<file path="src/rtl/alu_arbiter.sv">
// alu_arbiter: two-requester front end for a single shared ALU.
// Each operation takes three cycles: IDLE (arbitrate and latch operands),
// ISSUE (alu_enbl high, winner sees gnt, carry sampled) and CAPTURE
// (result presented, winner sees done).
// Optional build macro ALU_ARBITER_FIXED_PRIORITY_EN: requester 0 always wins
// a tie and no round-robin pointer exists. Without it, arbitration is round-robin.
//
// Handshake: a requester holds req with its operands stable until it sees
// gnt (one cycle, during ISSUE). Operands are latched at the edge that
// starts ISSUE, so the requester may change them from the cycle after gnt.
// done marks the single CAPTURE cycle in which result/cout belong to it.
// Nothing applies backpressure to done.
module alu_arbiter #(
    parameter int WIDTH = 32
) (
    input  logic             clk,
    input  logic             rst,
    input  logic             req0,
    input  logic             req1,
    input  logic [WIDTH-1:0] a0,
    input  logic [WIDTH-1:0] b0,
    input  logic [WIDTH-1:0] a1,
    input  logic [WIDTH-1:0] b1,
    input  logic [2:0]       op0,
    input  logic [2:0]       op1,
    input  logic             cin0,
    input  logic             cin1,
    output logic             gnt0,
    output logic             gnt1,
    output logic             done0,
    output logic             done1,
    output logic [WIDTH-1:0] result,
    output logic             cout,
    output logic [WIDTH-1:0] alu_a,
    output logic [WIDTH-1:0] alu_b,
    output logic [2:0]       alu_op,
    output logic             alu_cin,
    output logic             alu_enbl,
    input  logic [WIDTH-1:0] alu_result,
    input  logic             alu_cout,
    output logic [1:0]       dbg_state
);

    typedef enum logic [1:0] {
        IDLE    = 2'd0,
        ISSUE   = 2'd1,
        CAPTURE = 2'd2
    } state_t;

    state_t           cur, nxt;
    logic             any_req;
    logic             winner;   // 0 = requester 0, 1 = requester 1
    logic             owner;    // requester that owns the in-flight operation
    logic [WIDTH-1:0] opa, opb, res_q;
    logic [2:0]       opc;
    logic             ocin, cout_q;

    assign any_req = req0 | req1;

`ifdef ALU_ARBITER_FIXED_PRIORITY_EN
    // Fixed priority: requester 1 wins only when requester 0 is not asking.
    always_comb winner = ~req0;
`else
    logic ptr;   // preferred requester on a tie

    // Round-robin pick: a sole requester always wins, a tie goes to ptr.
    always_comb begin
        winner = ptr;
        if (req0 && !req1)
            winner = 1'b0;
        else if (req1 && !req0)
            winner = 1'b1;
    end

    // After every grant, prefer the requester that did not win.
    always_ff @(posedge clk or negedge rst) begin
        if (!rst)
            ptr <= 1'b0;
        else if (cur == IDLE && any_req)
            ptr <= ~winner;
    end
`endif

    // State register.
    always_ff @(posedge clk or negedge rst) begin
        if (!rst)
            cur <= IDLE;
        else
            cur <= nxt;
    end

    // Next-state and per-state strobes.
    always_comb begin
        nxt      = cur;
        gnt0     = 1'b0;
        gnt1     = 1'b0;
        done0    = 1'b0;
        done1    = 1'b0;
        alu_enbl = 1'b0;
        result   = res_q;
        case (cur)
            IDLE: begin
                if (any_req)
                    nxt = ISSUE;
            end
            ISSUE: begin
                nxt      = CAPTURE;
                alu_enbl = 1'b1;
                gnt0     = ~owner;
                gnt1     = owner;
            end
            CAPTURE: begin
                nxt    = IDLE;
                result = alu_result;
                done0  = ~owner;
                done1  = owner;
            end
            default: nxt = IDLE;
        endcase
    end

    // Operand latch on accept, carry sample in ISSUE, result hold in CAPTURE.
    always_ff @(posedge clk or negedge rst) begin
        if (!rst) begin
            opa    <= '0;
            opb    <= '0;
            opc    <= '0;
            ocin   <= 1'b0;
            owner  <= 1'b0;
            cout_q <= 1'b0;
            res_q  <= '0;
        end else begin
            if (cur == IDLE && any_req) begin
                opa   <= winner ? a1   : a0;
                opb   <= winner ? b1   : b0;
                opc   <= winner ? op1  : op0;
                ocin  <= winner ? cin1 : cin0;
                owner <= winner;
            end
            if (cur == ISSUE)
                cout_q <= alu_cout;
            if (cur == CAPTURE)
                res_q <= alu_result;
        end
    end

    assign alu_a     = opa;
    assign alu_b     = opb;
    assign alu_op    = opc;
    assign alu_cin   = ocin;
    assign cout      = cout_q;
    assign dbg_state = cur;

endmodule
</file>
<file path="config.mk">
export PLATFORM = sky130hd
export DESIGN_NAME = alu_arbiter
export DESIGN_NICKNAME = d
export VERILOG_FILES = /design/src/rtl/alu_arbiter.sv
export SDC_FILE = /design/constraint.sdc
export NUM_CORES = 1
export LEC_CHECK = 0
export BUFFER_PORTS_ARGS = -buffer_cell sky130_fd_sc_hd__buf_4
export CAP_MARGIN = 5
export CORE_AREA = 2 2 108 110
export DETAILED_ROUTE_END_ITERATION = 6
export DIE_AREA = 0 0 110 112
export GPL_TIMING_DRIVEN = 0
export PLACE_DENSITY = 0.89
export SYNTH_ARGS = -nofsm -noshare
export SYNTH_HDL_FRONTEND = slang
export SYNTH_SLANG_ARGS = --single-unit
</file>
<file path="constraint.sdc">
create_clock -name clk -period 1.8 [get_ports clk]
set_input_delay 0.36 -clock clk [delete_from_list [all_inputs] [get_ports clk]]
set_output_delay 0.36 -clock clk [all_outputs]
set_load 0.01 [all_outputs]
</file>
==> out/qor.csv, run 1 <==
stage,metric,value,unit
detailed_routing,uppermost layer routed,met4,
status,outcome,"complete, but fails checks",
setup_path,FF-to-FF path depth,5,
sta,slew of the pin with the lowest slew margin,0.557,ns
pwr,power density cells,1700,nW/um2
finish,# nets final,945,
global_routing,first-pass GRT wire length,23300,um
detailed_routing,DR pass1 iterations,4,
detailed_routing,DRT iter0 DRCs,156,
finish,fill count,812,
sta,RSZ-0062 raised after global routing,true,
yosys,Mapped Area,4840,um2
detailed_routing,Routed met1 length,5790,um
sta,Hold Fails Final Rpt,0,
sta,Fin Hold WS,0.258,ns
clock_network,clk slew on worst S/H paths,0.07,ns
sta,final setup vio count,32,
finish,n_diodes,0,
clock_network,Root Buffer Master,clkbuf_16,
global_routing,vias in the first global route,4761,
die,Starting Density,43.3,%
run,Max Cap Violations,0,
hold_path,Hold Path Cell Cnt,2,
sta,TNS Setup,-6.61,ns
yosys,Yosys warning count,0,
die,I/O pin cnt,281,
detailed_routing,wire length per cell,17.1,um
die,Rows,39,
finish,layout cell share with drive strength beyond 1,48.9,%
setup_path,Critical Path End Type,primary output,
yosys,Synth Instances,462,
finish,Area growth syn-to-layout,61.7,%
sta,clock skew,0.00594,ns
detailed_routing,vias,4559,
clock_network,CTS tree,done,
setup_path,worst setup path class,reg2out,
sta,"Worst Setup Slack, final",-0.264,ns
global_routing,grt total ovfl,0,
yosys,ys flop type,dfrtp_1,
die,Core Area,11200,um2
yosys,syn avg cell area,10.5,um2
placement,Placement Setup Slack,-0.0536,ns
finish,"most common cell after layout, fill and taps aside",buf_4,
detailed_routing,Post-route DRC,0,
global_routing,initial antenna violation count,0,
setup_path,"Max FO, Critical Path",8,
placement,count of input and output buffers,280,
detailed_routing,vias per cell,4.97,
hold_path,Hold Path Class,in2reg,
clock_network,Sink Count,105,
yosys,unique cell type count in the Yosys netlist,20,
placement,Post-Place Cells,885,
sta,Max Fclk,0.484,GHz
global_routing,GRT Total Usage,24.3,%
yosys,post-synthesis register bit count,105,
sta,"Slew Viols, Final",0,
placement,Area after DPL,7120,um2
global_routing,largest net degree at the start of global routing,106,
clock_network,H-tree depth,3,
finish,cell area after layout,7830,um2
setup_path,Worst setup SP type,flip-flop,
die,Die H,112,um
finish,Non-Filler Instances,918,
yosys,Post-synth EDFFs,0,
clock_network,"Clk Latency, worst-skew pair",0.33,ns
detailed_routing,DRT Wirelength,15700,um
pwr,Static Leakage,4.21,nW
sta,max_slew headroom,62.8,%
placement,placer congestion estimate,0.762,
finish,final core occ,70.1,%
yosys,Syn Nets,635,
die,Chip Width,110,um
detailed_routing,metal2 WL,8300,um
sta,Final min period,2.06,ns
pwr,VDD IR-drop max,0.00109,V
detailed_routing,met3 WL,1260,um
pwr,Final Power,13.3,mW
yosys,Synth async-reset ratio,100,%
clock_network,Num CTS Buffers,9,
die,die area,12300,um2
clock_network,Clock Tree Buf Depth,2,
setup_path,worst path required time,1.44,ns
status,failing checks,negative setup slack,
detailed_routing,"antenna viol nets, final",0,
sta,final period utilization,115,%
placement,hpwl dp,11200,um
setup_path,arrival time at the worst endpoint,1.70,ns
yosys,post-synthesis sequential area ratio,54.2,%
finish,"commonest non-fill, non-tap cells in the layout","buf_4 (271), inv_1 (136), dfrtp_1 (103)",
[worst paths after layout]
path                         endpoint          from  slack [ns]
max reg2reg                  alu_b[6]  dbg_state[0]        0.15
min in group asynchronous   alu_a[18]           rst        0.51
max in group asynchronous   alu_b[10]           rst        0.64
min reg2reg                  res_q[8]      res_q[8]        0.50
max                        result[31]  dbg_state[0]       -0.26
min                              cout      alu_cout        0.26
[final cells by class]
| class | count | area (um2) | area share, % |
|---|---|---|---|
| Tap cell | 143 | 179 | 2.28 |
| Clock buffer | 11 | 243 | 3.10 |
| Multi-Input combinational cell | 188 | 1590 | 20.2 |
| Sequential cell | 105 | 2630 | 33.6 |
| Buffer | 33 | 256 | 3.27 |
| Timing Repair Buffer | 299 | 2390 | 30.5 |
| Inverter | 136 | 510 | 6.52 |
| Clock inverter | 3 | 42.5 | 0.543 |
[metal layers]
layer | up-vias | global-route usage [%]
met1 | 2166 | 27.2
met2 | 185 | 42.7
met3 | 31 | 6.79
met4 | 0 | 9.96
met5 | - | 0
li1 | 2177 | -
[critical path: stages (launching register included)]
cell and delay, ns:
dfrtp_2 0.43, nor2b_4 0.14, buf_12 0.15, buf_4 0.13, mux2_2 0.36, buf_4 0.15
[logic make-up (layout without fill, tap and decap cells)]
logic type / after synthesis / after routing / share of synthesized area [%]
AND/OR/NAND/NOR: 17 / 17 / 2.14
buffers and inverters: 169 / 482 / 15.2
AO/OA/AOI/OAI: 138 / 138 / 20.7
flip-flops: 105 / 105 / 54.2
multiplexers: 33 / 33 / 7.67
[Yosys cell counts, types with 3 or more instances]
cell | count | share of area (%)
buf_6 | 13 | 3.0
clkbuf_1 | 16 | 1.2
dfrtp_1 | 105 | 54
inv_1 | 136 | 11
mux2_2 | 33 | 7.7
nand2_1 | 3 | 0.23
nor2b_1 | 5 | 0.65
o21ai_0 | 3 | 0.31
o21ai_1 | 67 | 6.9
o221ai_1 | 59 | 11
o221ai_2 | 9 | 2.8
[state kept, by name, summed over array words and instances (netlist names)]
register,cells
alu_a,32
alu_cin,1
dbg_state,2
alu_b,32
cout,1
alu_op,3
owner,1
ptr,1
res_q,32
[repair_timing]
action / CTS / global route
gates cloned: 1 / 1
setup buffers: 6 / 10
hold buffers: 0 / 1
gates resized for setup: 35 / 27
setup endpoints to repair: 34 / 35
endpoints found under the hold margin: 0 / 35
[where the power goes]
group	switching, mW	internal, mW
combinational	3.24	3.99
sequential	0.589	3.54
clock	0.828	1.10
No activity file was read; power rests on OpenSTA's default activity.
==> inputs of run 2 (changes only) <==
BUFFER_PORTS_ARGS = unset   (was -buffer_cell sky130_fd_sc_hd__buf_4)
DONT_BUFFER_PORTS = 1   (was unset)
PLACE_DENSITY = 0.67   (was 0.89)
==> out/qor.csv, run 2 (same netlist as run 1, synthesis figures left out) <==
stage,metric,value,unit
setup_path,critical-path cell list,nor2b_4 -> buf_12 -> buf_12 -> mux2_4,
sta,Final min period,2.03,ns
setup_path,Critical Path End Type,primary output,
setup_path,worst path required time,1.44,ns
sta,Fin Hold WS,-0.295,ns
finish,# nets final,650,
setup_path,FF-to-FF Start,dbg_state[0],
die,Chip Width,110,um
pwr,Flop pwr share,43.5,%
pwr,Static Leakage,2.78,nW
sta,max_slew headroom,59.6,%
pwr,Sw Pwr,4.03,mW
setup_path,"Max FO, Critical Path",10,
finish,Area growth syn-to-layout,15.0,%
setup_path,crit-path max cell delay,0.46,ns
global_routing,largest net degree at the start of global routing,106,
detailed_routing,DR pass1 iterations,4,
global_routing,first-pass GRT wire length,19500,um
sta,final setup vio count,36,
setup_path,Worst setup SP type,flip-flop,
clock_network,Sink Count,105,
global_routing,initial antenna violation count,0,
pwr,Clk network pwr share,18.6,%
finish,layout cell share with drive strength beyond 1,17.8,%
hold_path,Hold Path Class,in2async,
setup_path,arrival time at the worst endpoint,1.67,ns
die,Rows,39,
finish,"commonest non-fill, non-tap cells in the layout","inv_1 (136), dfrtp_1 (103), o21ai_1 (67)",
sta,RSZ-0062 raised after global routing,true,
detailed_routing,Post-route DRC,0,
sta,final period utilization,113,%
clock_network,Clock Tree Buf Depth,2,
sta,"Slew Viols, Final",0,
clock_network,CTS tree,done,
sta,slew of the pin with the lowest slew margin,0.605,ns
placement,Placement Setup Slack,-0.0959,ns
placement,placer congestion estimate,0.819,
placement,count of input and output buffers,0,
setup_path,worst setup path class,reg2out,
clock_network,H-tree depth,3,
sta,clock skew,0.00960,ns
detailed_routing,DRT iter0 DRCs,184,
die,I/O pin cnt,281,
die,Starting Density,43.3,%
detailed_routing,DRT Wirelength,12900,um
setup_path,CP Launch Point,dbg_state[1],
sta,TNS Setup,-7.24,ns
detailed_routing,"antenna viol nets, final",0,
pwr,Gate power share,37.9,%
setup_path,Slowest cell on crit path,dfrtp_2,
setup_path,cell mode on critical path,buf_12,
status,failing checks,"negative hold slack, negative setup slack",
sta,Max Fclk,0.492,GHz
clock_network,"Clk Latency, worst-skew pair",0.34,ns
clock_network,clk slew on worst S/H paths,0.07,ns
detailed_routing,vias per cell,5.68,
pwr,Sw Ratio,37.6,%
finish,"most common cell after layout, fill and taps aside",inv_1,
die,Core Area,11200,um2
sta,"Worst Setup Slack, final",-0.234,ns
detailed_routing,wire length per cell,20.6,um
die,Die H,112,um
finish,n_diodes,0,
clock_network,Num CTS Buffers,9,
pwr,P_int,6.69,mW
pwr,power density cells,1930,nW/um2
run,Max Cap Violations,0,
placement,hpwl dp,9480,um
global_routing,grt total ovfl,0,
clock_network,Root Buffer Master,clkbuf_16,
global_routing,GRT Total Usage,20.6,%
pwr,VDD IR-drop max,0.000854,V
die,die area,12300,um2
detailed_routing,vias,3551,
status,outcome,"complete, but fails checks",
global_routing,vias in the first global route,3697,
sta,Hold Fails Final Rpt,105,
finish,fill count,1040,
[run 2: cell count changes in the layout (fill, tap and decap cells not counted), sizes merged]
cell / delta
clkinv: +1
buf: -294
clkbuf: +1
dlygate4sd3: -1
[run 2: final cells by class]
class,count,area (um2),share of cell area [%]
buffer,33,262,4.70
clock buffer,12,256,4.61
clock inverter,4,51.3,0.921
inverter,136,510,9.17
multi-input combinational,188,1610,28.9
sequential,105,2630,47.2
tap,143,179,3.21
timing repair buffer,4,67.6,1.21
[run 2: worst paths after layout]
check | end | slack (ns) | depth (start not counted)
setup / recovery | result[27] | -0.23 | 4
hold / removal | cout | -0.29 | 0
setup reg to reg | alu_b[7] | 0.17 | 4
hold reg to reg | res_q[13] | 0.52 | 1
max in group asynchronous | alu_b[30] | 1.95 | 0
min in group clk | cout | 0.17 | 1
[run 2: power groups by stage]
stage | Combinational [mW] | Sequential, mW | Clock (mW)
after floorplan | 2.91 | 4.38 | 0
after global placement | 3.44 | 4.63 | 0
after detailed placement | 3.59 | 4.66 | 0
after CTS | 4.05 | 4.67 | 2.03
after global routing | 4.44 | 4.79 | 2.16
final | 4.06 | 4.67 | 1.99
[run 2: stage by stage]
step | power, mW | cell area, um2 | utilization (%) | instances
6_report | 10.7 | 5570 | 49.8 | 625
5_1_grt | 11.4 | 5570 | 49.8 | 625
4_1_cts | 10.8 | 5540 | 49.6 | 624
3_5_place_dp | 8.25 | 5020 | 44.9 | 605
3_3_place_gp | 8.06 | 5020 | 44.9 | 605
2_1_floorplan | 7.30 | 4840 | - | 462
[run 2: what timing repair did]
action,4_1_cts,5_1_grt
buffers inserted,2,0
endpoints found under the setup margin,36,36
cloned,1,1
endpoints found under the hold margin,105,105
resized for setup,46,1
[run 2: layer usage]
| layer | vias to the layer above | GRT usage, % | part of all wire (%) |
|---|---|---|---|
| met5 | - | 0 | 0 |
| met4 | 0 | 7.59 | 1.8 |
| met3 | 20 | 7.03 | 9.7 |
| met2 | 205 | 34.8 | 50 |
| met1 | 1741 | 24.0 | 39 |
| li1 | 1585 | - | - |
[run 2: worst max-delay path, delay by kind of cell (launching register included)]
family        cells  cell delay, ns
simple gates      1            0.23
buf+inv           2            0.32
mux               1            0.33
flops             1            0.46
==> inputs of run 3 (changes only) <==
CTS_BUF_LIST = sky130_fd_sc_hd__clkbuf_16   (was unset)
HOLD_SLACK_MARGIN = 0.02   (was unset)
==> out/qor.csv, run 3 (same netlist as run 1, synthesis figures left out) <==
stage,metric,value,unit
status,outcome,"complete, but fails checks",
status,failing checks,"negative hold slack, negative setup slack",
clock_network,Root Buffer Master,clkbuf_16,
global_routing,GRT Total Usage,20.6,%
detailed_routing,vias per cell,5.67,
finish,cell area after layout,5550,um2
die,I/O pin cnt,281,
sta,Max Fclk,0.492,GHz
run,Max Cap Violations,0,
global_routing,grt peak-use layer,met2,
setup_path,worst path required time,1.44,ns
sta,RSZ-0062 raised after global routing,true,
placement,Placement Setup Slack,-0.0959,ns
die,die area,12300,um2
setup_path,Critical Path End Type,primary output,
placement,Area after DPL,5020,um2
sta,"Worst Setup Slack, final",-0.232,ns
clock_network,"Clk Latency, worst-skew pair",0.34,ns
placement,hpwl dp,9480,um
finish,n_diodes,0,
detailed_routing,"antenna viol nets, final",0,
finish,"commonest non-fill, non-tap cells in the layout","inv_1 (137), dfrtp_1 (103), o21ai_1 (67)",
sta,final period utilization,113,%
sta,Hold Fails Final Rpt,105,
die,Rows,39,
setup_path,Worst setup SP type,flip-flop,
global_routing,largest net degree at the start of global routing,106,
detailed_routing,Post-route DRC,0,
die,Core Area,11200,um2
sta,slew of the pin with the lowest slew margin,0.605,ns
pwr,VDD IR-drop max,0.000851,V
die,Die H,112,um
clock_network,Num CTS Buffers,9,
setup_path,worst setup path class,reg2out,
global_routing,met1 Use GR,24.1,%
setup_path,arrival time at the worst endpoint,1.67,ns
setup_path,"Max FO, Critical Path",10,
global_routing,vias in the first global route,3699,
finish,# nets final,650,
sta,final setup vio count,36,
global_routing,Global Route met3 Usage,6.79,%
finish,Area growth syn-to-layout,14.5,%
finish,"most common cell after layout, fill and taps aside",inv_1,
sta,clock skew,0.00950,ns
clock_network,CTS tree,done,
global_routing,grt total ovfl,0,
global_routing,initial antenna violation count,0,
detailed_routing,DRT Wirelength,12800,um
finish,final core occ,49.6,%
hold_path,Hold Path Class,in2async,
sta,max_slew headroom,59.6,%
die,Chip Width,110,um
placement,placer congestion estimate,0.819,
clock_network,Clock Tree Buf Depth,2,
detailed_routing,DR pass1 iterations,4,
placement,count of input and output buffers,0,
detailed_routing,DRT iter0 DRCs,180,
die,Starting Density,43.3,%
pwr,Static Leakage,2.78,nW
sta,"Slew Viols, Final",0,
sta,TNS Setup,-7.11,ns
clock_network,clk slew on worst S/H paths,0.07,ns
pwr,power density cells,1910,nW/um2
detailed_routing,wire length per cell,20.5,um
sta,Final min period,2.03,ns
clock_network,H-tree depth,3,
global_routing,M2 GR Usage,34.8,%
sta,Fin Hold WS,-0.294,ns
global_routing,first-pass GRT wire length,19500,um
detailed_routing,vias,3543,
clock_network,Sink Count,105,
finish,layout cell share with drive strength beyond 1,17.4,%
-- run 3: changes by cell type in the layout (fill, tap and decap cells not counted) --
cell | before | now
clkbuf_8 | 2 | 0
clkinv_1 | 0 | 2
clkbuf_1 | 17 | 16
inv_1 | 136 | 137
-- run 3: final cells by class --
class,instances,area (um2)
Buffer,33,262
Clock buffer,9,225
Clock inverter,7,62.6
Multi-Input combinational cell,188,1610
Sequential cell,105,2630
Inverter,136,510
Fill cell,1045,5630
Timing Repair Buffer,4,67.6
Tap cell,143,179
-- run 3: repair_timing --
action                                  in CTS  in global routing
endpoints found under the setup margin      36                 36
gates cloned                                 1                  1
hold endpoints to repair                   105                105
pin swaps                                    0                  0
buffers inserted                             2                  0
resized for setup                           46                  1
-- run 3: final timing paths --
check / from / to / slack [ns] / depth (start not counted)
max: dbg_state[1] / result[27] / -0.23 / 4
min: rst / cout / -0.29 / 0
max reg2reg: dbg_state[0] / alu_b[7] / 0.17 / 4
min reg2reg: res_q[13] / res_q[13] / 0.52 / 1
max in group asynchronous: rst / alu_b[30] / 1.95 / 0
min in group clk: alu_cout / cout / 0.17 / 1
-- run 3: routing by layer --
metal  part of all wire [%]  wire [um]  up-vias
met2                     50       6410      211
met3                    9.6       1240       21
met5                      0          0        -
met1                     39       4940     1724
li1                       -          -     1587
met4                    1.9        238        0
-- run 3: per-stage QoR --
stage	hold WS (ns)	std cells	total power, mW
finish	-0.294	625	10.6
floorplan	0.0644	462	7.30
detailed placement	0.0666	605	8.25
global route	-0.313	625	11.3
CTS	-0.305	624	10.7
global placement	0.0671	605	8.06
-- run 3: report_power, final --
part,switching [mW],internal (mW)
clock,0.828,1.06
combinational,2.07,1.99
sequential,1.12,3.54
total,4.02,6.60
-- run 3: worst max-delay path, stage by stage (launching register included) --
cell and delay, ns:
dfrtp_2 0.46, nor2b_4 0.23, buf_12 0.16, buf_12 0.15, mux2_4 0.33
